### src/rtl/axil_master_pkg.sv
// Shared types for the stream-to-AXI-lite master bridge: FSM states, response codes, index mapping.
// No timing of its own; backpressure is not applicable.
package axil_master_pkg;

    typedef enum logic [2:0] {
        ST_IDLE,
        ST_WRITE,
        ST_WRITE_RESP,
        ST_READ_ADDR,
        ST_READ_DATA,
        ST_READ_OUT
    } state_t;

    localparam logic [1:0] RESP_OKAY   = 2'd0;
    localparam logic [1:0] RESP_EXOKAY = 2'd1;
    localparam logic [1:0] RESP_SLVERR = 2'd2;
    localparam logic [1:0] RESP_DECERR = 2'd3;

    // Registers are word-spaced; the caller truncates to its own address width.
    function automatic logic [63:0] index_to_addr(input logic [63:0] base, input logic [63:0] index);
        return base + (index << 2);
    endfunction

endpackage

### src/rtl/axil_master_arbiter.sv
// Round-robin pick between pending write and read requests; write wins first after reset.
// Combinational grant, zero latency; history only advances when the grant is actually taken.
module axil_master_arbiter (
    input  logic clock,
    input  logic reset,
    input  logic wr_req,
    input  logic rd_req,
    input  logic accept,
    output logic grant_wr,
    output logic grant_rd
);

    logic last_was_write;

    always_comb begin
        grant_wr = 1'b0;
        grant_rd = 1'b0;
        if (wr_req && rd_req) begin
            grant_wr = !last_was_write;
            grant_rd = last_was_write;
        end else begin
            grant_wr = wr_req;
            grant_rd = rd_req;
        end
    end

    always_ff @(posedge clock) begin
        if (reset) begin
            last_was_write <= 1'b0;
        end else if (accept) begin
            last_was_write <= grant_wr;
        end
    end

endmodule

### src/rtl/axil_external_registers_master_cu.sv
// Bridges register write/read request streams onto a single-outstanding AXI-lite master port.
// Write 3 cycles / read 3 cycles to result with a zero-wait slave; read results wait on read_data_rdy without loss.
module axil_external_registers_master_cu
    import axil_master_pkg::*;
#(
    parameter int                    ADDR_WIDTH   = 32,
    parameter int                    DATA_WIDTH   = 32,
    parameter int                    DEST_WIDTH   = 8,
    parameter logic [ADDR_WIDTH-1:0] BASE_ADDRESS = '0
) (
    input  logic                      clock,
    input  logic                      reset,

    input  logic [DATA_WIDTH-1:0]     write_data_dat,
    input  logic [DEST_WIDTH-1:0]     write_data_dest,
    input  logic                      write_data_vld,
    output logic                      write_data_rdy,

    input  logic [DEST_WIDTH-1:0]     read_address_dat,
    input  logic                      read_address_vld,
    output logic                      read_address_rdy,

    output logic [DATA_WIDTH-1:0]     read_data_dat,
    output logic [DEST_WIDTH-1:0]     read_data_dest,
    output logic [1:0]                read_data_user,
    output logic                      read_data_vld,
    input  logic                      read_data_rdy,

    output logic [ADDR_WIDTH-1:0]     axi_out_awaddr,
    output logic [2:0]                axi_out_awprot,
    output logic                      axi_out_awvalid,
    input  logic                      axi_out_awready,
    output logic [DATA_WIDTH-1:0]     axi_out_wdata,
    output logic [DATA_WIDTH/8-1:0]   axi_out_wstrb,
    output logic                      axi_out_wvalid,
    input  logic                      axi_out_wready,
    input  logic [1:0]                axi_out_bresp,
    input  logic                      axi_out_bvalid,
    output logic                      axi_out_bready,
    output logic [ADDR_WIDTH-1:0]     axi_out_araddr,
    output logic [2:0]                axi_out_arprot,
    output logic                      axi_out_arvalid,
    input  logic                      axi_out_arready,
    input  logic [DATA_WIDTH-1:0]     axi_out_rdata,
    input  logic [1:0]                axi_out_rresp,
    input  logic                      axi_out_rvalid,
    output logic                      axi_out_rready,

    output logic                      bus_error,
    output logic                      busy
);

    state_t state, state_nxt;

    logic                  grant_wr, grant_rd, accept;
    logic                  aw_done, w_done, aw_hs, w_hs;
    logic [DATA_WIDTH-1:0] wdat_q, rdata_q;
    logic [DEST_WIDTH-1:0] idx_q;
    logic [1:0]            rresp_q;
    logic [ADDR_WIDTH-1:0] reg_addr;

    axil_master_arbiter u_arbiter (
        .clock    (clock),
        .reset    (reset),
        .wr_req   (write_data_vld),
        .rd_req   (read_address_vld),
        .accept   (accept),
        .grant_wr (grant_wr),
        .grant_rd (grant_rd)
    );

    assign accept = write_data_rdy | read_address_rdy;
    assign aw_hs  = axi_out_awvalid & axi_out_awready;
    assign w_hs   = axi_out_wvalid & axi_out_wready;

    always_ff @(posedge clock) begin
        if (reset) begin
            state <= ST_IDLE;
        end else begin
            state <= state_nxt;
        end
    end

    always_comb begin
        state_nxt = state;
        case (state)
            ST_IDLE: begin
                if (grant_wr) begin
                    state_nxt = ST_WRITE;
                end else if (grant_rd) begin
                    state_nxt = ST_READ_ADDR;
                end
            end
            ST_WRITE: begin
                if ((aw_done || aw_hs) && (w_done || w_hs)) begin
                    state_nxt = ST_WRITE_RESP;
                end
            end
            ST_WRITE_RESP: if (axi_out_bvalid)  state_nxt = ST_IDLE;
            ST_READ_ADDR:  if (axi_out_arready) state_nxt = ST_READ_DATA;
            ST_READ_DATA:  if (axi_out_rvalid)  state_nxt = ST_READ_OUT;
            ST_READ_OUT:   if (read_data_rdy)   state_nxt = ST_IDLE;
            default:       state_nxt = ST_IDLE;
        endcase
    end

    // Readies are masked by reset so nothing is taken while the bridge is being cleared.
    always_comb begin
        write_data_rdy   = 1'b0;
        read_address_rdy = 1'b0;
        axi_out_awvalid  = 1'b0;
        axi_out_wvalid   = 1'b0;
        axi_out_bready   = 1'b0;
        axi_out_arvalid  = 1'b0;
        axi_out_rready   = 1'b0;
        read_data_vld    = 1'b0;
        case (state)
            ST_IDLE: begin
                write_data_rdy   = grant_wr && !reset;
                read_address_rdy = grant_rd && !reset;
            end
            ST_WRITE: begin
                axi_out_awvalid = !aw_done;
                axi_out_wvalid  = !w_done;
            end
            ST_WRITE_RESP: axi_out_bready  = 1'b1;
            ST_READ_ADDR:  axi_out_arvalid = 1'b1;
            ST_READ_DATA:  axi_out_rready  = 1'b1;
            ST_READ_OUT:   read_data_vld   = 1'b1;
            default: ;
        endcase
    end

    assign busy = (state != ST_IDLE);

    always_ff @(posedge clock) begin
        if (reset) begin
            aw_done   <= 1'b0;
            w_done    <= 1'b0;
            wdat_q    <= '0;
            idx_q     <= '0;
            rdata_q   <= '0;
            rresp_q   <= RESP_OKAY;
            bus_error <= 1'b0;
        end else begin
            if (write_data_rdy) begin
                wdat_q  <= write_data_dat;
                idx_q   <= write_data_dest;
                aw_done <= 1'b0;
                w_done  <= 1'b0;
            end
            if (read_address_rdy) begin
                idx_q <= read_address_dat;
            end
            if (aw_hs) begin
                aw_done <= 1'b1;
            end
            if (w_hs) begin
                w_done <= 1'b1;
            end
            if (axi_out_bvalid && axi_out_bready && axi_out_bresp != RESP_OKAY) begin
                bus_error <= 1'b1;
            end
            if (axi_out_rvalid && axi_out_rready) begin
                rdata_q <= axi_out_rdata;
                rresp_q <= axi_out_rresp;
                if (axi_out_rresp != RESP_OKAY) begin
                    bus_error <= 1'b1;
                end
            end
        end
    end

    assign reg_addr       = ADDR_WIDTH'(index_to_addr(64'(BASE_ADDRESS), 64'(idx_q)));
    assign axi_out_awaddr = reg_addr;
    assign axi_out_araddr = reg_addr;
    assign axi_out_awprot = 3'b000;
    assign axi_out_arprot = 3'b000;
    assign axi_out_wdata  = wdat_q;
    assign axi_out_wstrb  = '1;

    assign read_data_dat  = rdata_q;
    assign read_data_dest = idx_q;
    assign read_data_user = rresp_q;

endmodule

### config.mk
export PLATFORM = sky130hd
export DESIGN_NAME = axil_external_registers_master_cu
export DESIGN_NICKNAME = d
export VERILOG_FILES = /design/src/rtl/axil_master_pkg.sv /design/src/rtl/axil_master_arbiter.sv /design/src/rtl/axil_external_registers_master_cu.sv
export SDC_FILE = /design/constraint.sdc
export NUM_CORES = 1
export LEC_CHECK = 0
export CORE_MARGIN = 2
export CORE_UTILIZATION = 34
export CTS_CLUSTER_DIAMETER = 200
export CTS_CLUSTER_SIZE = 12
export DETAILED_ROUTE_END_ITERATION = 6
export PLACE_DENSITY_LB_ADDON = 0.1
export SLEW_MARGIN = 20
export SYNTH_ARGS = -nofsm -noshare
export SYNTH_HDL_FRONTEND = slang
export SYNTH_SLANG_ARGS = --single-unit
### constraint.sdc
create_clock -name clock -period 2.1 [get_ports clock]
set_input_delay 0.525 -clock clock [delete_from_list [all_inputs] [get_ports clock]]
set_output_delay 0.525 -clock clock [all_outputs]
set_load 0.02 [all_outputs]
Word level (Yosys, flattened, before mapping)
Cells that the tools add are included.
{"block": "op_classes", "muxes": 26, "bitwise_logic": 3, "eq_ne": 11, "reduce_logical": 21}
{"operator": "3-bit 2-to-1 mux", "n": 7}
{"operator": "3-bit one-hot mux with 6 select lines", "n": 1}
{"operator": "1-bit 2-to-1 mux", "n": 16}
{"operator": "8-bit 2-to-1 mux", "n": 2}
{"operator": "2-bit inequality test, second input constant", "n": 5}
{"operator": "2-bit nonzero test", "n": 5}
{"operator": "1-bit logical AND", "n": 7}
{"operator": "3-bit by 2-bit equality test with 1-bit output, second input constant", "n": 2}
{"operator": "3-bit equality test, second input constant", "n": 2}
{"operator": "6-bit AND reduction", "n": 1}
{"operator": "1-bit logical NOT", "n": 4}
{"operator": "3-bit by 1-bit equality test with 1-bit output, second input constant", "n": 1}
{"operator": "3-bit logical NOT", "n": 1}
{"operator": "3-bit inequality test, second input constant", "n": 1}
{"operator": "3-bit nonzero test", "n": 1}
{"operator": "1-bit bitwise AND", "n": 2}
{"operator": "1-bit logical OR", "n": 2}
{"operator": "1-bit bitwise OR", "n": 1}
{"block": "totals", "input_bits": 94, "register_bits": 81, "elab_cells": 70, "out_inout_bits": 158}

Depth between registers and ports, before layout
{"block": "logic_depth", "ltp_word": 7, "depth_mapped": 8}

Hierarchy
Synthesis repeated with hierarchy kept, for this count alone.
{"block": "unflattened", "hier_cells": 476, "hier_area_um2": 3731.1}
{"mod": "axil_external_registers_master_cu", "cells_per_inst": 469, "n_inst": 1, "area_per_inst_um2": 3663.5, "seq_area_each_um2": 1601.5}
{"mod": "axil_master_arbiter", "cells_per_inst": 7, "n_inst": 1, "area_per_inst_um2": 67.6, "seq_area_each_um2": 20.0}

Least setup slack after synthesis
Ideal clock, no wire load.
{"block": "synth_path", "path_type": "input to output", "start": "input port write_data_vld", "end": "output port read_address_rdy", "arrival_ns": 1.413, "stages": 4, "t_required_ns": 1.575, "path_slack_ns": 0.162, "cell_sequence": "inv_1 > o21ai_0 > buf_1 > nor3_1"}
{"block": "synth_via", "elab_chain_cells": 4}
{"item": "from (decl)", "line_no": "axil_external_registers_master_cu.sv:16", "rtl": "input logic write_data_vld,"}
{"item": "1-bit logical AND", "line_no": "axil_master_arbiter.sv:18", "rtl": "if (wr_req && rd_req) begin"}
{"item": "1-bit 2-to-1 mux", "line_no": "axil_master_arbiter.sv:18"}
{"item": "1-bit logical AND", "line_no": "axil_external_registers_master_cu.sv:120", "rtl": "read_address_rdy = grant_rd && !reset;"}
{"item": "1-bit 2-to-1 mux", "line_no": "axil_external_registers_master_cu.sv:117", "rtl": "case (state)"}
{"item": "to (decl)", "line_no": "axil_external_registers_master_cu.sv:21", "rtl": "output logic read_address_rdy,"}
No other way between the ends.

Final worst setup path
{"block": "layout_path", "start": "register state[2]", "end": "output port axi_out_wvalid"}
{"block": "layout_via", "elab_chain_cells": 2}
{"item": "from (decl)", "line_no": "axil_external_registers_master_cu.sv:53", "rtl": "state_t state, state_nxt;"}
{"item": "from (signal assigned)", "line_no": "axil_external_registers_master_cu.sv:80", "rtl": "state <= state_nxt;"}
{"item": "3-bit by 1-bit equality test with 1-bit output", "line_no": "axil_external_registers_master_cu.sv:117"}
{"item": "1-bit 2-to-1 mux", "line_no": "axil_external_registers_master_cu.sv:117"}
{"item": "to (decl)", "line_no": "axil_external_registers_master_cu.sv:35", "rtl": "output logic axi_out_wvalid,"}
No other way between the ends.

==> impl_metrics.json <==
{
  "power_uw": 4080,
  "tritoncts": "done",
  "antenna_found_initial": 0,
  "drc": 0,
  "holdWs_ps": 459,
  "critPathKind": "register to output port",
  "drt-vias-per-instance": 4.40,
  "power.density_mw_per_mm2": 715,
  "via_count": 3437,
  "clkTransAtPathRegs_ps": 80,
  "overflow": 0,
  "wl_per_cell_um": 13.0,
  "ff2ff_setup_slack_ps": 590,
  "hp-class": "register to register",
  "first_iter_violations": 91,
  "multi_input_area_mm2": 0.00158,
  "cts_setup_buffers": 0,
  "fp-row-count": 37,
  "critPathCaptureType": "output port",
  "max_freq_mhz": 497,
  "min_period_ps": 2010,
  "clockBufferDepth": 2,
  "ys_seq_area_share_pct": 44.2,
  "grt_max_degree": 42,
  "insertion_delay_ps": 350,
  "finish.instance_area_mm2": 0.00570,
  "gp_congestion": 0.814,
  "p_leak_uw": 0.00222,
  "ff2ff_path_depth": 6,
  "synth_area_mm2": 0.00367,
  "ys_types": 32,
  "critPathArrivalTime_ps": 1490,
  "run_status": "finished clean",
  "ys_warn_count": 0,
  "placed_area_mm2": 0.00548,
  "rsz0062_at_grt": "no",
  "synth-seq-cells": 81,
  "grt_pass1_vias": 3134,
  "ios": 252,
  "netlist_instances": 463,
  "finalSetupTns_ps": 0,
  "numCtsBuffers": 9,
  "dpl.hpwl_um": 7560,
  "register_area_mm2": 0.00162,
  "routed_wl_um": 10100,
  "htree_num_levels": 3,
  "skew_ps": 14.7,
  "cp.required_ps": 1570,
  "crit_start": "state[2]$_SDFFE_PP0P_",
  "diodes": 0,
  "die_height_um": 108,
  "fillers": 980,
  "hp-start": "read_data_dat[18]$_SDFFE_PP0P_",
  "min_path_cells": 2,
  "ant_nets": 0,
  "cts_root_buf": "clkbuf_8",
  "cts_hold_buffers": 0,
  "die_w_um": 108,
  "start_util_pct": 35.3,
  "setup_violations": 0,
  "core-area_mm2": 0.0104,
  "hold_violations": 0,
  "drv_slew": 0,
  "dr.pass1.iters": 4,
  "critPathMaxFanout": 6,
  "final_layout_size_suffix_gt1_share_pct": 9.60,
  "fin_crit_sh_pct": 95.8,
  "io_buffers": 193,
  "nets": 735,
  "syn_area_per_cell_um2": 7.93,
  "vdd_ir_drop_max_mv": 0.320,
  "start_kind": "register",
  "utilization_pct": 54.7,
  "area_growth_pct": 55.2,
  "dieArea_mm2": 0.0116,
  "clock_sinks": 81,
  "r2r_start": "state[1]$_SDFFE_PP0P_",
  "grt_pass1_wl_um": 15300,
  "grt_use_total_pct": 16.6,
  "max-cap-violations": 0
}
==> registers in the layout, summed over array words and instances (netlist names) <==
register and flops:
axi_out_wdata 32, read_data_dat 32, read_data_dest 8, state 3, read_data_user 2, aw_done 1, bus_error 1, u_arbiter.last_was_write 1
w_done 1
==> worst max-delay path, stage by stage (launching register included) <==
cell,delay [ps]
dfxtp_2,360
buf_4,160
nand3b_1,170
nor2_1,100
dlygate4sd2_1,360
==> layout make-up <==
class                      count  share of cell area (%)
clock buffer                  10                    2.42
multi-input combinational    332                    27.8
sequential                    81                    28.5
tap                          136                    2.99
timing repair buffer         214                    36.9
inverter                       3                   0.198
clock inverter                 6                    1.23
==> synth_stat cells <==
cell type / instances / share of area (%)
conb_1: 2 / 0.20
nor3_4: 1 / 0.44
o21ai_2: 8 / 1.9
buf_4: 74 / 15
nor2_1: 9 / 0.92
and3_1: 2 / 0.34
clkbuf_1: 18 / 1.8
nor3b_2: 1 / 0.34
o21a_1: 1 / 0.20
nand3b_2: 2 / 0.61
and2_1: 1 / 0.17
o41ai_1: 1 / 0.24
nand2_1: 137 / 14
buf_1: 1 / 0.10
nand3b_1: 8 / 1.6
nor2b_1: 1 / 0.17
nor3b_1: 2 / 0.41
inv_1: 2 / 0.20
buf_2: 9 / 1.2
a32oi_1: 1 / 0.24
dfxtp_1: 81 / 44
a21oi_1: 73 / 9.9
o21ai_0: 2 / 0.27
a211oi_1: 2 / 0.41
buf_6: 1 / 0.31
or3_1: 1 / 0.17
nor4b_1: 1 / 0.24
nor3_1: 9 / 1.2
nand3_1: 1 / 0.14
inv_2: 1 / 0.10
o22a_1: 1 / 0.24
mux2i_1: 9 / 2.5
==> cell usage in the layout (no fill, tap or decap), types with 3 or more instances in the layout <==
cell             synthesis  routed
dlygate4sd2_1            0       3
nand3b_1                 8       8
clkbuf_8                 0      10
dfxtp_1                 81      79
nand2_1                137     136
conb_1                   2      58
nor3_1                   9       8
buf_4                   74      19
clkdlybuf4s50_1          0     182
mux2i_1                  9       9
o21ai_2                  8       9
nor2_1                   9       9
inv_6                    0       3
a21oi_1                 73      73
==> stage by stage <==
stage	setup slack, ps	instances
global route	20.3	782
finish	89.1	782
detailed placement	-348	766
CTS	-48.5	782
global placement	-330	766
floorplan	162	519
==> power by group <==
part | internal [uW] | switching (uW)
Clock | 595 | 589
Combinational | 559 | 617
Sequential | 1640 | 78.7
Total | 2790 | 1290
==> per-layer routing <==
| metal | wire length [um] | track usage, % | vias to the layer above |
|---|---|---|---|
| met1 | 4010 | 19.5 | 1540 |
| met2 | 4960 | 28.1 | 157 |
| met3 | 947 | 5.08 | 15 |
| li1 | - | - | 1725 |
| met4 | 220 | 7.14 | 0 |
| met5 | 0 | 0 | - |
==> path summary, 6_finish.rpt <==
check                                                 endpoint
worst max-delay path                            axi_out_wvalid
worst min-delay path            read_data_dat[18]$_SDFFE_PP0P_
worst max register to register            bus_error$_SDFF_PP0_
worst min register to register  read_data_dat[18]$_SDFFE_PP0P_
==> cell families after synthesis <==
logic type / after synthesis / share of synthesized area [%]
DFF: 81 / 44.2
other: 2 / 0.205
muxes: 9 / 2.45
and+or+nand+nor: 176 / 20.8
AOI/OAI and AO/OA: 89 / 13.5
buffers and inverters: 106 / 18.9
==> repair_timing <==
item                                    in CTS  in global routing
gates cloned                                 0                  0
endpoints found under the setup margin       9                  4
gates resized for setup                     22                  9
(Power assumes the default switching activity.)
